$ cat src/rtl/mult_run_pkg.sv
// Shared types and memory map for the multiply run controller.
// Operands sit at bytes 1..4, the product at bytes 5..8.
package mult_run_pkg;

  typedef enum logic [2:0] {
    IDLE,
    LOAD,
    LAUNCH,
    RUN,
    READ,
    FIN
  } state_t;

  localparam int OPA_ADDR  = 1;
  localparam int OPB_ADDR  = 3;
  localparam int PROD_ADDR = 5;
  localparam int NBYTES    = 4;

endpackage

$ cat src/rtl/mem_byte_seq.sv
// Four-byte index/address sequencer shared by operand load and readback.
// The index wraps after the last byte, so every burst starts at zero.
module mem_byte_seq
  import mult_run_pkg::*;
#(
  parameter int ADDR_W = 8
) (
  input  logic              clk,
  input  logic              rst,
  input  logic              en,
  input  logic [ADDR_W-1:0] base,
  output logic [1:0]        idx,
  output logic [ADDR_W-1:0] addr,
  output logic              last
);

  assign last = (idx == 2'(NBYTES - 1));
  assign addr = base + ADDR_W'(idx);

  always_ff @(posedge clk or posedge rst) begin
    if (rst) begin
      idx <= 2'd0;
    end else if (en) begin
      idx <= last ? 2'd0 : idx + 2'd1;
    end
  end

endmodule

$ cat src/rtl/mult_run_ctrl.sv
// Run controller for TopLevel: loads operands, launches the program,
// times it until halt and reads the 32-bit product back.
module mult_run_ctrl
  import mult_run_pkg::*;
#(
  parameter int START_CYC = 2,
  parameter int TIMEOUT   = 65535,
  parameter int ADDR_W    = 8
) (
  input  logic              CLK,
  input  logic              reset,
  input  logic              go,
  input  logic [15:0]       op_a,
  input  logic [15:0]       op_b,
  input  logic              halt,
  output logic              start,
  output logic              mem_own,
  output logic              mem_wr_en,
  output logic [ADDR_W-1:0] mem_addr,
  output logic [7:0]        mem_wr_data,
  input  logic [7:0]        mem_rd_data,
  output logic              busy,
  output logic              done,
  output logic              err,
  output logic [31:0]       product,
  output logic [31:0]       cycle_ct
);

  state_t state, nxt;

  logic [31:0]       ops;
  logic [31:0]       launch_ct;
  logic [31:0]       ct_inc;
  logic              seq_en;
  logic [ADDR_W-1:0] seq_base;
  logic [ADDR_W-1:0] seq_addr;
  logic [1:0]        idx;
  logic              last;
  logic [ADDR_W-1:0] addr_q;
  logic [7:0]        data_q;
  logic [7:0]        wr_byte;

  mem_byte_seq #(
    .ADDR_W(ADDR_W)
  ) u_seq (
    .clk (CLK),
    .rst (reset),
    .en  (seq_en),
    .base(seq_base),
    .idx (idx),
    .addr(seq_addr),
    .last(last)
  );

  assign ct_inc = cycle_ct + 32'd1;
  assign busy   = (state != IDLE);
  assign done   = (state == FIN);

  always_comb begin
    wr_byte = 8'h00;
    if (seq_addr < ADDR_W'(OPB_ADDR)) begin
      wr_byte = idx[0] ? ops[23:16] : ops[31:24];
    end else begin
      wr_byte = idx[0] ? ops[7:0] : ops[15:8];
    end
  end

  // Address and data hold their last driven value while not owned.
  assign mem_addr    = mem_own ? seq_addr : addr_q;
  assign mem_wr_data = mem_wr_en ? wr_byte : data_q;

  always_comb begin
    nxt       = state;
    seq_en    = 1'b0;
    mem_own   = 1'b0;
    mem_wr_en = 1'b0;
    seq_base  = ADDR_W'(OPA_ADDR);
    unique case (state)
      IDLE: begin
        if (go) nxt = LOAD;
      end
      LOAD: begin
        mem_own   = 1'b1;
        mem_wr_en = 1'b1;
        seq_en    = 1'b1;
        if (last) nxt = LAUNCH;
      end
      LAUNCH: begin
        if (launch_ct >= 32'(START_CYC - 1)) nxt = RUN;
      end
      RUN: begin
        if (halt) nxt = READ;
        else if (ct_inc >= 32'(TIMEOUT)) nxt = FIN;
      end
      READ: begin
        mem_own  = 1'b1;
        seq_en   = 1'b1;
        seq_base = ADDR_W'(PROD_ADDR);
        if (last) nxt = FIN;
      end
      FIN: begin
        nxt = IDLE;
      end
      default: begin
        nxt = IDLE;
      end
    endcase
  end

  always_ff @(posedge CLK or posedge reset) begin
    if (reset) state <= IDLE;
    else       state <= nxt;
  end

  always_ff @(posedge CLK or posedge reset) begin
    if (reset) begin
      start     <= 1'b1;
      ops       <= 32'd0;
      launch_ct <= 32'd0;
      product   <= 32'd0;
      cycle_ct  <= 32'd0;
      err       <= 1'b0;
      addr_q    <= '0;
      data_q    <= 8'h00;
    end else begin
      // TopLevel runs through RUN and the readback, re-inits at FIN.
      start <= !(nxt == RUN || nxt == READ);
      if (mem_own)   addr_q <= seq_addr;
      if (mem_wr_en) data_q <= wr_byte;
      launch_ct <= (state == LAUNCH) ? launch_ct + 32'd1 : 32'd0;
      if (state == IDLE && go) begin
        ops      <= {op_a, op_b};
        product  <= 32'd0;
        cycle_ct <= 32'd0;
        err      <= 1'b0;
      end
      if (state == RUN && !halt) begin
        if (ct_inc >= 32'(TIMEOUT)) begin
          cycle_ct <= 32'(TIMEOUT);
          err      <= 1'b1;
        end else begin
          cycle_ct <= ct_inc;
        end
      end
      if (state == READ) product <= {product[23:0], mem_rd_data};
    end
  end

endmodule

$ cat config.mk
export PLATFORM = sky130hd
export DESIGN_NAME = mult_run_ctrl
export DESIGN_NICKNAME = d
export VERILOG_FILES = /design/src/rtl/mult_run_pkg.sv /design/src/rtl/mem_byte_seq.sv /design/src/rtl/mult_run_ctrl.sv
export SDC_FILE = /design/constraint.sdc
export NUM_CORES = 1
export LEC_CHECK = 0
export ABC_AREA = 1
export CAP_MARGIN = 20
export CORE_AREA = 2 2 146 148
export DETAILED_ROUTE_END_ITERATION = 8
export DIE_AREA = 0 0 148 150
export PLACE_DENSITY = 0.72
export SKIP_LAST_GASP = 1
export SYNTH_ARGS = -nofsm -noshare
export SYNTH_HDL_FRONTEND = slang
export SYNTH_SLANG_ARGS = --single-unit
export TNS_END_PERCENT = 30
$ cat constraint.sdc
create_clock -name CLK -period 4.7 [get_ports CLK]
set_clock_uncertainty 0.15 [all_clocks]
set_input_delay 0.47 -clock CLK [delete_from_list [all_inputs] [get_ports CLK]]
set_output_delay 0.47 -clock CLK [all_outputs]
set_load 0.01 [all_outputs]
==> results of run 1 <==
-- cell usage in the layout, fill, tap and decap left out, drive strengths merged --
cell	Yosys	layout
nor3	27	27
nor2	125	125
o21ai	53	53
xor2	7	7
clkdlybuf4s50	0	129
dfstp	1	1
clkinv	3	5
o221ai	8	8
clkinvlp	0	3
o211ai	11	11
o22ai	16	16
nor3b	2	2
and2	2	2
bufinv	0	1
dfrtp	150	150
nand4	15	15
clkbuf	19	18
nand2	346	346
and3	1	1
a31oi	2	2
buf	8	9
or2	1	1
a21oi	17	17
inv	115	123
nand3b	1	1
nand3	55	55
ha	7	7
xnor2	2	2
nor4	7	7
-- final timing paths --
check | endpoint | slack [ns]
worst max-delay path | mem_wr_data[5] | 0.68
worst min register to register | err | 0.33
max in group asynchronous | launch_ct[21] | 3.02
worst min-delay path | err | 0.33
min in group asynchronous | launch_ct[11] | 0.38
worst max register to register | cycle_ct[14] | 1.67
-- metrics by stage --
step	total power, mW	setup WS [ns]	hold slack, ns	std cells
after floorplan	2.52	0.0169	0.299	1001
after global placement	3.16	1.22	0.311	1387
after detailed placement	3.18	1.21	0.318	1387
after CTS	4.56	0.663	0.335	1419
after global routing	4.81	0.394	0.344	1419
final	4.52	0.681	0.328	1419
-- sequential cells by signal, summed over array words and instances (netlist names) --
register,count
start,1
cycle_ct,32
product,32
addr_q,8
ops,32
launch_ct,32
err,1
state,3
u_seq.idx,2
data_q,8
-- cell type report --
| class | instances | area [um2] | area share, % |
|---|---|---|---|
| Clock buffer | 18 | 439 | 4.44 |
| Clock inverter | 14 | 138 | 1.39 |
| Inverter | 118 | 448 | 4.53 |
| Multi-Input combinational cell | 705 | 3380 | 34.2 |
| Sequential cell | 151 | 3780 | 38.2 |
| Tap cell | 275 | 344 | 3.48 |
| Timing Repair Buffer | 138 | 1360 | 13.7 |
-- worst register-to-register path, delay by kind of cell (launching register included) --
kind | cells | cell delay (ns)
AND/OR/NAND/NOR | 3 | 1.37
flip-flops | 1 | 0.43
AO/OA/AOI/OAI | 1 | 0.11
buffers and inverters | 3 | 0.83
-- cell families after synthesis --
| logic type | count (synthesis) | synth area share [%] |
|---|---|---|
| simple gates | 582 | 32.8 |
| buf+inv | 145 | 7.36 |
| xor+xnor | 9 | 1.02 |
| compound gates | 107 | 8.67 |
| flops | 151 | 49.0 |
| fa+ha+maj | 7 | 1.13 |
-- metal layers --
layer	vias up	routed length, um	global-route usage, %
met1	3279	8570	23.3
met2	234	9830	31.6
met4	0	567	7.43
met3	40	1230	4.51
met5	-	0	0
li1	3458	-	-
-- power by group through the flow --
stage	Combinational [mW]	Sequential, mW	Clock, mW
final	1.44	1.73	1.36
after global placement	1.43	1.74	0
after detailed placement	1.43	1.75	0
after floorplan	0.821	1.70	0
after CTS	1.45	1.73	1.38
after global routing	1.61	1.75	1.45
==> flow_metrics.py, run 1 <==
metrics = {
    "pwr": {
        "p_seq_share_pct": 38.2,
        "pwr-share-comb_pct": 31.8,
        "powerDensity_nw_per_um2": 458,
        "pwr-share-clk_pct": 30.0,
        "leakage_nw": 4.39,
        "peakVddDrop_v": 0.000420,
        "power.share.switching_pct": 35.9,
        "switching_power_mw": 1.63,
        "p_int_mw": 2.90,
    },
    "place": {
        "gp_congestion": 0.902,
        "dp_hpwl_um": 14500,
        "postPlaceCellArea_um2": 9310,
        "io_buffer_count": 129,
    },
    "worst_setup_path": {
        "start_kind": "register",
        "crit_chain": "nor2_1, nand2_1, buf_4, inv_1, nand2_1, nand2_1, nand3b_1, nand3_1, o211ai_1, o21ai_0, clkdlybuf4s50_1",
        "path_max_fanout": 27,
        "cp_slowest_cell": "clkdlybuf4s50_1",
        "critical_path_required_ns": 4.08,
        "reg2regPathDepth": 7,
        "cp_num_cells": 11,
        "crit_top_cell": "nand2_1",
        "path_class": "reg -> out",
        "crit_start": "state[1]",
        "cp.arrival_ns": 3.40,
        "end_kind": "output port",
        "cpLargestDelayFamily": "buffers and inverters",
        "cp_slowest_stage_delay_ns": 0.60,
        "worst-path-buf-inv": 3,
        "reg2reg_from": "state[2]",
    },
    "synth": {
        "synth-seq-area-share_pct": 49.0,
        "synth_area_leader_cell": "dfrtp_1",
        "synthArstFlopShare_pct": 100,
        "yosysUniqueCellTypes": 40,
        "syn_avg_cell_area_um2": 7.71,
        "synthTopCellsByCount": "339 x nand2_1, 150 x dfrtp_1, 115 x inv_1, 107 x nor2_1, 52 x nand3_1",
        "yosys_warnings": 0,
        "synth_nets": 1052,
        "synth.most_common_cell": "nand2_1",
        "syn_inst": 1001,
        "synthTopCellsByArea": "dfrtp_1 49%, nand2_1 16%, inv_1 5.6%",
        "ys_ff_latch": 151,
        "synth_edf_count": 0,
        "netlist_area_um2": 7720,
        "synth_top_area_share_pct": 48.6,
        "ys.flop_type": "dfrtp_1",
    },
    "global_route": {
        "grt_pass1_vias": 6863,
        "antenna_found_initial": 0,
        "grt_pass1_wl_um": 33500,
        "grt_usage_pct": 18.8,
        "grt.overflow.total": 0,
        "grt_max_degree": 70,
    },
    "routing": {
        "wl_per_cell_um": 14.2,
        "drt-initial-drc-count": 472,
        "drt_wl_total_um": 20200,
        "final_antenna_net_count": 0,
        "drtPass1Iterations": 5,
        "via_count": 7011,
        "avgViaCountPerCell": 4.94,
        "drc": 0,
    },
    "timing": {
        "rsz0062_at_grt": "false",
        "hold_violations": 0,
        "slew_viol_final": 0,
        "fin_crit_sh_pct": 85.5,
        "finalCriticalPeriod_ns": 4.02,
        "maxSlewHeadroom_pct": 48.9,
        "timing.setup.tns_ns": 0,
        "finalSetupViolations": 0,
        "fmax_mhz": 249,
        "tightest_slew_ns": 0.765,
    },
    "cts": {
        "cts_tree": "built",
        "clockRootBuffer": "clkbuf_16",
        "postCtsSetupBuffers": 0,
        "numCtsBuffers": 17,
        "cts_sinks": 151,
        "clk_pin_slew_ns": 0.06,
        "clk_path_buf_depth": 2,
        "clk_latency_ns": 0.43,
        "cts_hold_buf": 0,
        "ctsResizeCount": 0,
        "htreeDepth": 4,
    },
    "layout": {
        "drive_gt1_share_pct": 7.43,
        "utilization_pct": 47.8,
        "design_area_um2": 9880,
        "nFillCells": 2014,
        "nets": 1182,
        "area_growth_pct": 28.0,
        "antenna_cells": 0,
    },
    "die": {
        "io_pins": 130,
        "die-area_um2": 22200,
        "die_w_um": 148,
        "start_util_pct": 37.3,
        "row_count": 53,
        "die_y_um": 150,
        "core_um2": 20700,
    },
    "min_path": {
        "worstHoldStart": "err",
        "hold_depth": 2,
        "hp-class": "reg -> reg",
    },
    "flow_run": {
        "drv_cap": 0,
    },
    "outcome": {
        "status": "complete, no violations",
    },
}
Note: power is estimated with default switching activity, not from simulation.
==> run 2: changes to the inputs <==
Settings changed: HOLD_SLACK_MARGIN set to 0.03, MAX_ROUTING_LAYER set to met4, SETUP_SLACK_MARGIN set to 0.1.
==> run 2 against run 1 <==
  * Non-clock buffer count grew 2
  * Hold slack lost 0.070 ns
  * Critical endpoint unchanged
  * Largest cell class unchanged
  * Fmax shrank 1.9%
  * Final cell count grew 0.14%
  * Count of clock-buffer cells in the layout shrank 1
==> flow_metrics.py, run 2 (synthesis results as in run 1) <==
metrics = {
    "outcome": {
        "status": "complete, no violations",
    },
    "cts": {
        "postCtsSetupBuffers": 0,
        "cts_tree": "built",
        "ctsResizeCount": 0,
        "htreeDepth": 4,
        "clockRootBuffer": "clkbuf_16",
        "clk_pin_slew_ns": 0.07,
        "cts_hold_buf": 0,
        "clk_latency_ns": 0.44,
        "cts_sinks": 151,
        "clk_path_buf_depth": 2,
        "numCtsBuffers": 17,
    },
    "timing": {
        "fmax_mhz": 244,
        "tightest_slew_ns": 0.847,
        "timing.setup.tns_ns": 0,
        "rsz0062_at_grt": "false",
        "maxSlewHeadroom_pct": 43.4,
        "fin_crit_sh_pct": 87.2,
        "hold_violations": 0,
        "finalCriticalPeriod_ns": 4.10,
        "slew_viol_final": 0,
        "finalSetupViolations": 0,
        "finalWorstSetupSlack_ns": 0.603,
    },
    "pwr": {
        "peakVddDrop_v": 0.000367,
        "p_total_mw": 4.64,
        "powerDensity_nw_per_um2": 465,
        "leakage_nw": 4.43,
    },
    "die": {
        "die_y_um": 150,
        "die-area_um2": 22200,
        "start_util_pct": 37.3,
        "row_count": 53,
        "die_w_um": 148,
        "core_um2": 20700,
        "io_pins": 130,
    },
    "worst_setup_path": {
        "crit_chain": "nor2_1, nand2_1, buf_4, inv_1, nand2_1, nand2_1, nand3b_1, nand3_1, o211ai_1, o21ai_0, clkdlybuf4s50_1",
        "crit_top_cell": "nand2_1",
        "crit_start": "state[1]",
        "crit_end": "mem_wr_data[5]",
        "start_kind": "register",
        "reg2reg_from": "state[0]",
        "path_class": "reg -> out",
        "cpLargestDelayFamily": "simple AND/OR/NAND/NOR gates",
        "cp_slowest_stage_delay_ns": 0.60,
        "cp_slowest_cell": "clkdlybuf4s50_1",
        "reg2reg_slack_ns": 1.66,
        "cp.arrival_ns": 3.48,
        "r2r-end": "cycle_ct[27]",
        "worst-path-buf-inv": 3,
        "critical_path_required_ns": 4.08,
        "cp_num_cells": 11,
        "reg2regPathDepth": 8,
        "path_max_fanout": 27,
        "end_kind": "output port",
    },
    "place": {
        "dp_hpwl_um": 14300,
        "place_ws_ns": 1.10,
        "postPlaceCellArea_um2": 9330,
        "io_buffer_count": 129,
        "gp_congestion": 0.934,
    },
    "global_route": {
        "grt_usage_pct": 19.0,
        "grt_pass1_wl_um": 32600,
        "grt_pass1_vias": 6742,
        "grt_max_degree": 85,
        "grt.overflow.total": 0,
        "antenna_found_initial": 0,
    },
    "layout": {
        "antenna_cells": 0,
        "area_growth_pct": 29.2,
        "drive_gt1_share_pct": 7.59,
        "design_area_um2": 9970,
        "most-common-layout-cells": "339 x nand2_1, 150 x dfrtp_1, 129 x clkdlybuf4s50_1",
        "final_common_cell": "nand2_1",
        "nets": 1184,
        "utilization_pct": 48.2,
    },
    "routing": {
        "drt_wl_total_um": 20000,
        "drtPass1Iterations": 5,
        "drt-initial-drc-count": 391,
        "wl_per_cell_um": 14.1,
        "avgViaCountPerCell": 4.91,
        "final_antenna_net_count": 0,
        "drc": 0,
        "via_count": 6979,
    },
    "min_path": {
        "hp-class": "in -> async",
    },
    "flow_run": {
        "drv_cap": 0,
    },
}
[run 2: how the worst min path moves through the flow]
stage,start,to
2_1_floorplan,ops[0],ops[0]
3_3_place_gp,ops[30],ops[30]
3_5_place_dp,ops[22],ops[22]
4_1_cts,ops[28],ops[28]
5_1_grt,reset,addr_q[6]
6_report,reset,addr_q[6]
[run 2: area by class of cell]
class | instances | area [um2]
Multi-Input combinational cell | 705 | 3380
Tap cell | 275 | 344
Clock buffer | 17 | 425
Fill cell | 1981 | 10700
Sequential cell | 151 | 3780
Inverter | 118 | 447
Clock inverter | 15 | 201
Timing Repair Buffer | 140 | 1400
[run 2: layer usage]
metal	wire length, um	global-route usage [%]
met4	653	8.57
met5	0	-
met3	1230	4.39
met2	9570	30.4
met1	8560	23.0
[run 2: through the flow]
stage	hold WS, ns	cells
detailed placement	0.316	1388
floorplan	0.299	1001
finish	0.258	1421
global route	0.288	1421
CTS	0.335	1420
global placement	0.313	1388
[run 2: power breakdown]
| part | leakage, nW | internal, mW | total (mW) | switching, mW |
|---|---|---|---|---|
| logic | 2.09 | 0.594 | 1.48 | 0.888 |
| clock network | 0.309 | 0.818 | 1.46 | 0.646 |
| registers | 2.03 | 1.55 | 1.70 | 0.142 |
| total | 4.43 | 2.97 | 4.64 | 1.68 |
[run 2: worst reg2reg max path, cell delays in order (launching register included)]
cell and delay [ns]:
dfrtp_1 0.37, inv_1 0.09, nor3_1 0.30, inv_1 0.11, nor2_2 0.36, inv_1 0.41, nand2_1 0.75, buf_4 0.32
nor2_1 0.06
==> run 3: changes to the inputs <==
Settings changed: SLEW_MARGIN set to 20.
==> results of run 3 <==
No change in the layout: final DEF, timing and power equal those of run 2.
